==> src/rtl/vga_timing_if.sv <==
// VGA raster timing bundle: pixel/line counters, sync strobes,
// blanking flags and end-of-frame strobe. master drives, slave consumes.
interface vga_timing_if;
  logic [11:0] hcount;
  logic [11:0] vcount;
  logic        hsync;
  logic        vsync;
  logic        hblnk;
  logic        vblnk;
  logic        frame_end;

  modport master (
    output hcount, vcount, hsync, vsync,
    output hblnk, vblnk, frame_end
  );

  modport slave (
    input hcount, vcount, hsync, vsync,
    input hblnk, vblnk, frame_end
  );
endinterface

==> src/rtl/vga_timing.sv <==
// Free-running VGA raster timing generator (default 800x600@60, 40 MHz).
// Ports: pclk, rst_n (async, active-low), vga (master: counters/syncs/blanks/frame_end).
module vga_timing #(
  parameter int H_ACTIVE = 800,
  parameter int H_FP     = 40,
  parameter int H_SYNC   = 128,
  parameter int H_BP     = 88,
  parameter int V_ACTIVE = 600,
  parameter int V_FP     = 1,
  parameter int V_SYNC   = 4,
  parameter int V_BP     = 23,
  parameter bit SYNC_POL = 1'b1
) (
  input  logic          pclk,
  input  logic          rst_n,
  vga_timing_if.master  vga
);

  localparam int H_TOTAL = H_ACTIVE + H_FP + H_SYNC + H_BP;
  localparam int V_TOTAL = V_ACTIVE + V_FP + V_SYNC + V_BP;

  localparam logic [11:0] H_LAST   = 12'(H_TOTAL - 1);
  localparam logic [11:0] H_BLANK  = 12'(H_ACTIVE);
  localparam logic [11:0] HS_START = 12'(H_ACTIVE + H_FP);
  localparam logic [11:0] HS_END   = 12'(H_ACTIVE + H_FP + H_SYNC - 1);

  localparam logic [11:0] V_LAST   = 12'(V_TOTAL - 1);
  localparam logic [11:0] V_BLANK  = 12'(V_ACTIVE);
  localparam logic [11:0] VS_START = 12'(V_ACTIVE + V_FP);
  localparam logic [11:0] VS_END   = 12'(V_ACTIVE + V_FP + V_SYNC - 1);

  logic [11:0] hcount_q, hcount_d;
  logic [11:0] vcount_q, vcount_d;
  logic        hsync_q, hsync_d;
  logic        vsync_q, vsync_d;
  logic        hblnk_q, hblnk_d;
  logic        vblnk_q, vblnk_d;
  logic        fend_q, fend_d;
  logic        h_wrap;
  logic        v_wrap;
  logic        hs_in;
  logic        vs_in;

  // Flags decode the next-state counters so that every flag
  // lines up with the count it belongs to on the same cycle.
  always_comb begin
    h_wrap   = (hcount_q == H_LAST);
    v_wrap   = (vcount_q == V_LAST);
    hcount_d = h_wrap ? 12'd0 : hcount_q + 12'd1;
    vcount_d = vcount_q;
    if (h_wrap) begin
      vcount_d = v_wrap ? 12'd0 : vcount_q + 12'd1;
    end
    hs_in    = (hcount_d >= HS_START) && (hcount_d <= HS_END);
    vs_in    = (vcount_d >= VS_START) && (vcount_d <= VS_END);
    hblnk_d  = (hcount_d >= H_BLANK);
    vblnk_d  = (vcount_d >= V_BLANK);
    // XNOR with polarity: active level is SYNC_POL.
    hsync_d  = hs_in ~^ SYNC_POL;
    vsync_d  = vs_in ~^ SYNC_POL;
    fend_d   = (hcount_d == H_LAST) && (vcount_d == V_LAST);
  end

  always_ff @(posedge pclk or negedge rst_n) begin
    if (!rst_n) begin
      hcount_q <= '0;
      vcount_q <= '0;
      hsync_q  <= ~SYNC_POL;
      vsync_q  <= ~SYNC_POL;
      hblnk_q  <= 1'b0;
      vblnk_q  <= 1'b0;
      fend_q   <= 1'b0;
    end else begin
      hcount_q <= hcount_d;
      vcount_q <= vcount_d;
      hsync_q  <= hsync_d;
      vsync_q  <= vsync_d;
      hblnk_q  <= hblnk_d;
      vblnk_q  <= vblnk_d;
      fend_q   <= fend_d;
    end
  end

  assign vga.hcount    = hcount_q;
  assign vga.vcount    = vcount_q;
  assign vga.hsync     = hsync_q;
  assign vga.vsync     = vsync_q;
  assign vga.hblnk     = hblnk_q;
  assign vga.vblnk     = vblnk_q;
  assign vga.frame_end = fend_q;

endmodule

==> src/flat_wrapper.sv <==
// flat-port wrapper written by rule: the top's interface ports become plain ports
module vga_timing_flat 
#(
  parameter int H_ACTIVE = 800,
  parameter int H_FP     = 40,
  parameter int H_SYNC   = 128,
  parameter int H_BP     = 88,
  parameter int V_ACTIVE = 600,
  parameter int V_FP     = 1,
  parameter int V_SYNC   = 4,
  parameter int V_BP     = 23,
  parameter bit SYNC_POL = 1'b1
)
  (pclk, rst_n, vga_hcount, vga_vcount, vga_hsync, vga_vsync, vga_hblnk, vga_vblnk, vga_frame_end);
  vga_timing_if vga_i ();
  input  logic pclk;
  input  logic rst_n;
  output wire logic [$bits(vga_i.hcount)-1:0] vga_hcount;
  output wire logic [$bits(vga_i.vcount)-1:0] vga_vcount;
  output wire logic [$bits(vga_i.hsync)-1:0] vga_hsync;
  output wire logic [$bits(vga_i.vsync)-1:0] vga_vsync;
  output wire logic [$bits(vga_i.hblnk)-1:0] vga_hblnk;
  output wire logic [$bits(vga_i.vblnk)-1:0] vga_vblnk;
  output wire logic [$bits(vga_i.frame_end)-1:0] vga_frame_end;
  assign vga_hcount = vga_i.hcount;
  assign vga_vcount = vga_i.vcount;
  assign vga_hsync = vga_i.hsync;
  assign vga_vsync = vga_i.vsync;
  assign vga_hblnk = vga_i.hblnk;
  assign vga_vblnk = vga_i.vblnk;
  assign vga_frame_end = vga_i.frame_end;
  vga_timing #(.H_ACTIVE(H_ACTIVE), .H_FP(H_FP), .H_SYNC(H_SYNC), .H_BP(H_BP), .V_ACTIVE(V_ACTIVE), .V_FP(V_FP), .V_SYNC(V_SYNC), .V_BP(V_BP), .SYNC_POL(SYNC_POL)) u_core (.pclk(pclk), .rst_n(rst_n), .vga(vga_i));
endmodule
==> config.mk <==
export PLATFORM = sky130hd
export DESIGN_NAME = vga_timing_flat
export DESIGN_NICKNAME = d
export VERILOG_FILES = /design/src/rtl/vga_timing_if.sv /design/src/rtl/vga_timing.sv /design/src/flat_wrapper.sv
export SDC_FILE = /design/constraint.sdc
export NUM_CORES = 1
export LEC_CHECK = 0
export BUFFER_PORTS_ARGS = -buffer_cell sky130_fd_sc_hd__buf_4
export CAP_MARGIN = 20
export CORE_UTILIZATION = 59
export DETAILED_ROUTE_END_ITERATION = 10
export GPL_TIMING_DRIVEN = 0
export PLACE_DENSITY = 0.89
export SLEW_MARGIN = 15
export SYNTH_ARGS = -nofsm -noshare
export SYNTH_HDL_FRONTEND = slang
export SYNTH_SLANG_ARGS = --single-unit
==> constraint.sdc <==
create_clock -name pclk -period 6.6 [get_ports pclk]
set_input_delay 0.99 -clock pclk [delete_from_list [all_inputs] [get_ports pclk]]
set_output_delay 0.99 -clock pclk [all_outputs]
set_load 0.02 [all_outputs]
==> results.toml, run 1 <==
[placed_design]
hpwlAfterDp_um = 2710
port_buffers = 30
place_congestion = 0.876

[global_routing]
grt_first_pass_wirelength_um = 5940
globalRouteOverflowTotal = 0
grt_pass1_vias = 1291
grt_usage_pct = 29.1
top_usage_layer = "met2"
antenna_found_initial = 0
use_met2_pct = 43.1
grt_max_degree = 30
grtUsageMet1_pct = 37.5
met3_usage_pct = 11.4

[sta]
skew_ps = 6.24
hold_viol = 0
final-setup-viol-count = 0
fin_crit_ps = 2540
fin_setup_tns_ps = 0
relSlewSlack_pct = 72.2
fmax_ghz = 0.393
post-route-period-util_pct = 38.5
drv_slew = 0
grt_setup_unrepaired = "false"
tightestPinTransition_ps = 413

[clocking]
ctsResizeCount = 0
cts_setup_buffers = 0
clkTransAtPathRegs_ps = 90
clk_latency_ps = 320
cts_tree = "built"
cts_max_path_buffers = 2
cts_root_buf = "clkbuf_4"
cts-htree-levels = 2
cts_inserted_buffers = 5
hold_buffers = 0
clock-sinks = 29

[layout]
fillers = 198
drive_gt1_share_pct = 22.6
layout.nets = 212
diodes = 0
syn_to_final_growth_pct = 19.3
fin_util_pct = 76.2

[detailed_routing]
initialDrtViolationCount = 56
dr.pass1.iters = 4
viasPerCell = 6.02
finalWirelength_um = 3810
wl_per_cell_um = 16.0
vias = 1432
drc_errors = 0
final_antenna_net_count = 0

[pwr]
irDropWorstVdd_mv = 0.137
power_frac_seq_pct = 63.1
power_density_nw_per_um2 = 145
clockPowerShare_pct = 35.6
p_leak_uw = 0.000941
pwr-share-comb_pct = 1.3
p_sw_uw = 62.9
power.internal_uw = 218
p_sw_share_pct = 22.4

[yosys]
synth_sequential_area_ratio_pct = 44.7
syn-instance-count = 170
yosysWarnings = 0
synth-xor-area-share_pct = 7.55
synth_mux_area_share_pct = 2.85
synth_area_um2 = 1620
synth_top_family_by_area = "simple AND/OR/NAND/NOR gates"
yosys.area_share.simple_pct = 27.3
synth.distinct_cells = 42
syn_avg_cell_area_um2 = 9.55
synth_nets = 175
synthAdderAreaFrac_pct = 2.31
synth-seq-cells = 29
synth_compound_area_share_pct = 9.55

[floorplanning]
rows = 18
core-area_um2 = 2540
die_y_um = 54.5
die_w_um = 54.5
ios = 31
dieArea_um2 = 2970
initial_core_util_pct = 63.8

[critical_path]
crit_path_start_kind = "flop"
crit-reg2reg-launch = "u_core.vga.hcount[0]$_DFF_PN0_"
timing.rr.end = "u_core.vga.vblnk$_DFF_PN0_"
required_ps = 6810
cp-startpoint = "u_core.vga.hcount[0]$_DFF_PN0_"
r2r_slack_ps = 4060
worstPathMaxFanout = 8
arrival_ps = 2750
crit_path_end = "u_core.vga.vblnk$_DFF_PN0_"
worstSetupPathType = "flop to flop"
r2r_cells = 8
end_kind = "flop"

[hold_path]
holdCritPathClass = "input port to async pin"

[job]
cap_violations = 0

[outcome]
status = "finished, final reports clean"
## final cells by class
class | count | area, µm² | share of cell area (%)
buffer | 7 | 48.8 | 2.52
inverter | 12 | 45.0 | 2.32
clock inverter | 2 | 10.0 | 0.516
sequential | 29 | 726 | 37.4
tap | 30 | 37.5 | 1.94
multi-input combinational | 122 | 805 | 41.5
clock buffer | 6 | 41.3 | 2.13
timing repair buffer | 30 | 225 | 11.6
## registers in the layout, indices dropped and copies added, names as in the netlist
register / cells
u_core.vga.frame_end: 1
u_core.vga.hblnk: 1
u_core.vga.hcount: 12
u_core.vga.hsync: 1
u_core.vga.vblnk: 1
u_core.vga.vcount: 12
u_core.vga.vsync: 1
## cells in the mapped netlist, drive strengths merged
cell,n,share of area [%]
nor3,8,2.5
o21bai,1,0.46
a211o,1,0.54
dfrtp,29,45
nand3b,1,0.46
a32o,1,0.62
nand4,11,4.2
or2,1,0.39
and4b,1,0.62
buf,5,2.5
nor4,7,2.7
nand3,11,3.4
a21o,2,0.92
mux2i,2,1.2
a31oi,2,0.77
o21a,2,0.92
mux2,2,1.6
and2,1,0.39
ha,3,2.3
nand2b,1,0.39
or3,1,0.39
nand2,13,3.0
inv,12,2.8
nor4b,3,2.9
and3,4,1.5
clkbuf,2,0.54
o31ai,1,0.46
a211oi,1,0.46
nor2,12,2.8
xnor2,4,2.2
xor2,10,5.4
a21oi,2,0.62
a32oi,1,0.54
o21ai,7,2.2
and4,3,1.6
a2bb2oi,2,1.1
## routing by layer
metal  share of wire (%)  wire length, µm
met3                 6.3              238
met1                  45             1700
met5                   0                0
met4                 1.9               72
met2                  47             1790
## how the worst min path moves through the flow
stage | start | endpoint | cells past startpoint
after CTS | rst_n | u_core.vga.hcount[8]$_DFF_PN0_ | 1
after floorplan | u_core.vga.hcount[0]$_DFF_PN0_ | u_core.vga.hcount[0]$_DFF_PN0_ | 1
after detailed placement | u_core.vga.hcount[0]$_DFF_PN0_ | u_core.vga.hcount[0]$_DFF_PN0_ | 1
after global routing | rst_n | u_core.vga.hcount[9]$_DFF_PN0_ | 1
final | rst_n | u_core.vga.hsync$_DFF_PN0_ | 1
after global placement | u_core.vga.hcount[0]$_DFF_PN0_ | u_core.vga.hcount[0]$_DFF_PN0_ | 1
## power by group through the flow
stage	Combinational (µW)	Clock, µW	Sequential (µW)
2_1_floorplan	0.000359	0	181
3_3_place_gp	3.70	0	181
3_5_place_dp	4.02	0	181
4_1_cts	4.02	104	178
5_1_grt	4.41	113	178
6_report	3.62	100	177
## through the flow
stage / setup WS [ps] / instance area, µm² / std cells / power, µW / hold WS (ps)
floorplan: 4270 / 1620 / 170 / 181 / 619
detailed placement: 4090 / 1890 / 230 / 185 / 554
CTS: 4080 / 1940 / 238 / 285 / 580
finish: 4060 / 1940 / 238 / 281 / 569
global placement: 4150 / 1890 / 230 / 185 / 534
global route: 3890 / 1940 / 238 / 295 / 572
## logic make-up (layout without fill, tap and decap cells)
family,Yosys count,count (layout)
and+or+nand+nor,78,78
DFF,29,29
AOI/OAI and AO/OA,23,23
buffers and inverters,19,57
xor gates and xnor gates,14,14
muxes,4,4
adders and majority gates,3,3
## worst max-delay path, stage by stage, from the launching register on
cell and delay (ps):
dfrtp_1 450, ha_1 240, and4_1 200, buf_4 140
nand4_1 290, nor3_1 460, a32oi_1 210, a211oi_1 320
o21bai_1 120
## placed cells by master, fill, tap and decap left out, types with 3 or more instances in the layout
cell type | synthesis | routed
buf_4 | 1 | 31
dfrtp_1 | 29 | 29
nand2_1 | 13 | 13
nor2_1 | 12 | 12
inv_1 | 12 | 12
nand4_1 | 11 | 11
nand3_1 | 11 | 11
xor2_1 | 10 | 10
nor3_1 | 8 | 8
nor4_1 | 7 | 7
o21ai_0 | 7 | 7
clkbuf_4 | 0 | 5
and3_1 | 4 | 4
xnor2_1 | 4 | 4
and4_1 | 3 | 3
ha_1 | 3 | 3
No activity file was read; power rests on OpenSTA's default activity.
==> inputs of run 2 (changes only) <==
--- a/config.mk
+++ b/config.mk
@@ -7,10 +7,10 @@
 export LEC_CHECK = 0
 export BUFFER_PORTS_ARGS = -buffer_cell sky130_fd_sc_hd__buf_4
 export CAP_MARGIN = 20
-export CORE_UTILIZATION = 59
+export CORE_UTILIZATION = 49
 export DETAILED_ROUTE_END_ITERATION = 10
 export GPL_TIMING_DRIVEN = 0
-export PLACE_DENSITY = 0.89
+export PLACE_DENSITY = 0.8
 export SLEW_MARGIN = 15
 export SYNTH_ARGS = -nofsm -noshare
 export SYNTH_HDL_FRONTEND = slang
==> constraint.sdc (replaced) <==
create_clock -name pclk -period 2.25 [get_ports pclk]
set_input_delay 0.3375 -clock pclk [delete_from_list [all_inputs] [get_ports pclk]]
set_output_delay 0.3375 -clock pclk [all_outputs]
set_load 0.02 [all_outputs]
==> run 2 against run 1 <==
Cell area up 13%. Clock-buffer cell count unchanged. Clock power rose to 3.0 times the previous value. Die area up 20%. Maximum frequency up 16%. Core utilization down 5.3 points. Worst setup slack worse by 4000 ps. Register-to-register slack worse by 4000 ps. Cell count up 10%. Via count up 8.7%. Critical endpoint unchanged. Largest cell class unchanged.
==> results.toml, run 2 (synthesized netlist as in run 1, its figures left out) <==
[outcome]
status = "finished, final reports clean"

[sta]
tightestPinTransition_ps = 464
fin_crit_ps = 2200
hold_viol = 0
grt_setup_unrepaired = "true"
final-setup-viol-count = 0
post-route-period-util_pct = 97.6
relSlewSlack_pct = 68.9
skew_ps = 16.0
drv_slew = 0
fmax_ghz = 0.455

[layout]
stdcell_count = 262
fin_util_pct = 70.9
layout.nets = 222
diodes = 0
mostFrequentLayoutCell = "buf_4"
fillers = 225
syn_to_final_growth_pct = 35.4
layout_common_cells = "buf_4 (42), dfrtp_1 (25), nand2_1 (13), nor2_1 (12), inv_1 (12)"
drive_gt1_share_pct = 37.2

[clocking]
cts-htree-levels = 2
cts_max_path_buffers = 2
clk_latency_ps = 330
clkTransAtPathRegs_ps = 100
clock-sinks = 29
cts_tree = "built"
cts_inserted_buffers = 5
cts_root_buf = "clkbuf_4"

[detailed_routing]
vias = 1557
finalWirelength_um = 4170
wl_per_cell_um = 15.9
dr.pass1.iters = 5
initialDrtViolationCount = 94
final_antenna_net_count = 0
drc_errors = 0
viasPerCell = 5.94

[critical_path]
worstSetupPathType = "flop to flop"
end_kind = "flop"
arrival_ps = 2400
crit_path_start_kind = "flop"
worstPathMaxFanout = 5
required_ps = 2450

[global_routing]
grt_pass1_vias = 1338
grt_first_pass_wirelength_um = 6350
grt_max_degree = 30
grt_usage_pct = 24.4
globalRouteOverflowTotal = 0
antenna_found_initial = 0

[hold_path]
holdCritPathClass = "input port to async pin"

[floorplanning]
die_w_um = 59.6
core-area_um2 = 3100
rows = 20
dieArea_um2 = 3550
die_y_um = 59.6
initial_core_util_pct = 52.3
ios = 31

[pwr]
power_density_nw_per_um2 = 379
irDropWorstVdd_mv = 0.268
p_leak_uw = 0.00103

[placed_design]
dp_cells = 244
place_congestion = 0.907
hpwlAfterDp_um = 2620
port_buffers = 30

[job]
cap_violations = 0
-- run 2: cell types whose count changed in the layout (fill, tap and decap cells not counted), sizes merged --
cell | previous run | this run
buf | 35 | 45
clkbuf | 8 | 7
dlygate4sd3 | 0 | 1
-- run 2: area by class of cell --
cell class	count	area [µm²]	area share [%]
Buffer	5	36.3	1.65
Timing Repair Buffer	42	318	14.4
Tap cell	44	55.1	2.50
Multi-Input combinational cell	122	963	43.8
Sequential cell	29	731	33.2
Clock buffer	6	41.3	1.88
Inverter	12	45.0	2.05
Clock inverter	2	10.0	0.455
-- run 2: power by group --
group / internal [µW] / total, µW / switching, µW
logic: 2.31 / 12.0 / 9.70
registers: 521 / 521 / 0
clock network: 119 / 302 / 183
-- run 2: per-stage QoR --
stage	setup TNS, ps	cell area (µm²)	hold WS, ps	worst slack, ps	total power, µW
after floorplan	0	1640	41.9	11.2	531
after global placement	-257	1920	272	-120	542
after detailed placement	-630	1920	275	-226	542
after CTS	0	2070	470	4.97	833
after global routing	-54.3	2200	475	-27.0	861
final	0	2200	450	54.0	834
-- run 2: worst max-delay path, cell delays in order (launching register included) --
cell,delay (ps)
dfrtp_2,410
ha_2,220
and3_1,210
and4_1,280
nand4_1,160
mux2_4,340
or2_4,280
o21bai_1,160
-- run 2: path summary, 6_finish.rpt --
kind,start,end,slack (ps),cells after the start
min reg2reg,u_core.vga.hcount[2]$_DFF_PN0_,u_core.vga.hcount[2]$_DFF_PN0_,610,1
min in group pclk,u_core.vga.hcount[2]$_DFF_PN0_,u_core.vga.hcount[2]$_DFF_PN0_,610,1
max,u_core.vga.vcount[1]$_DFF_PN0_,u_core.vga.vblnk$_DFF_PN0_,50,7
max in group asynchronous,rst_n,u_core.vga.hcount[0]$_DFF_PN0_,1500,2
min,rst_n,u_core.vga.vcount[5]$_DFF_PN0_,450,2
max reg2reg,u_core.vga.vcount[1]$_DFF_PN0_,u_core.vga.vblnk$_DFF_PN0_,50,7
-- run 2: routing by layer --
layer	share of wire [%]	up-vias	track usage (%)
li1	-	708	-
met1	41	737	31.7
met2	48	91	39.5
met3	8.1	21	5.90
met4	3.4	0	8.97
met5	0	-	0
-- run 2: what timing repair did --
item | 4_1_cts | 5_1_grt
hold buffers | 1 | 0
pin swaps | 4 | 7
resized for setup | 11 | 21
hold endpoints to repair | 29 | 0
setup buffers | 4 | 7
setup endpoints to repair | 4 | 4
cloned | 0 | 0
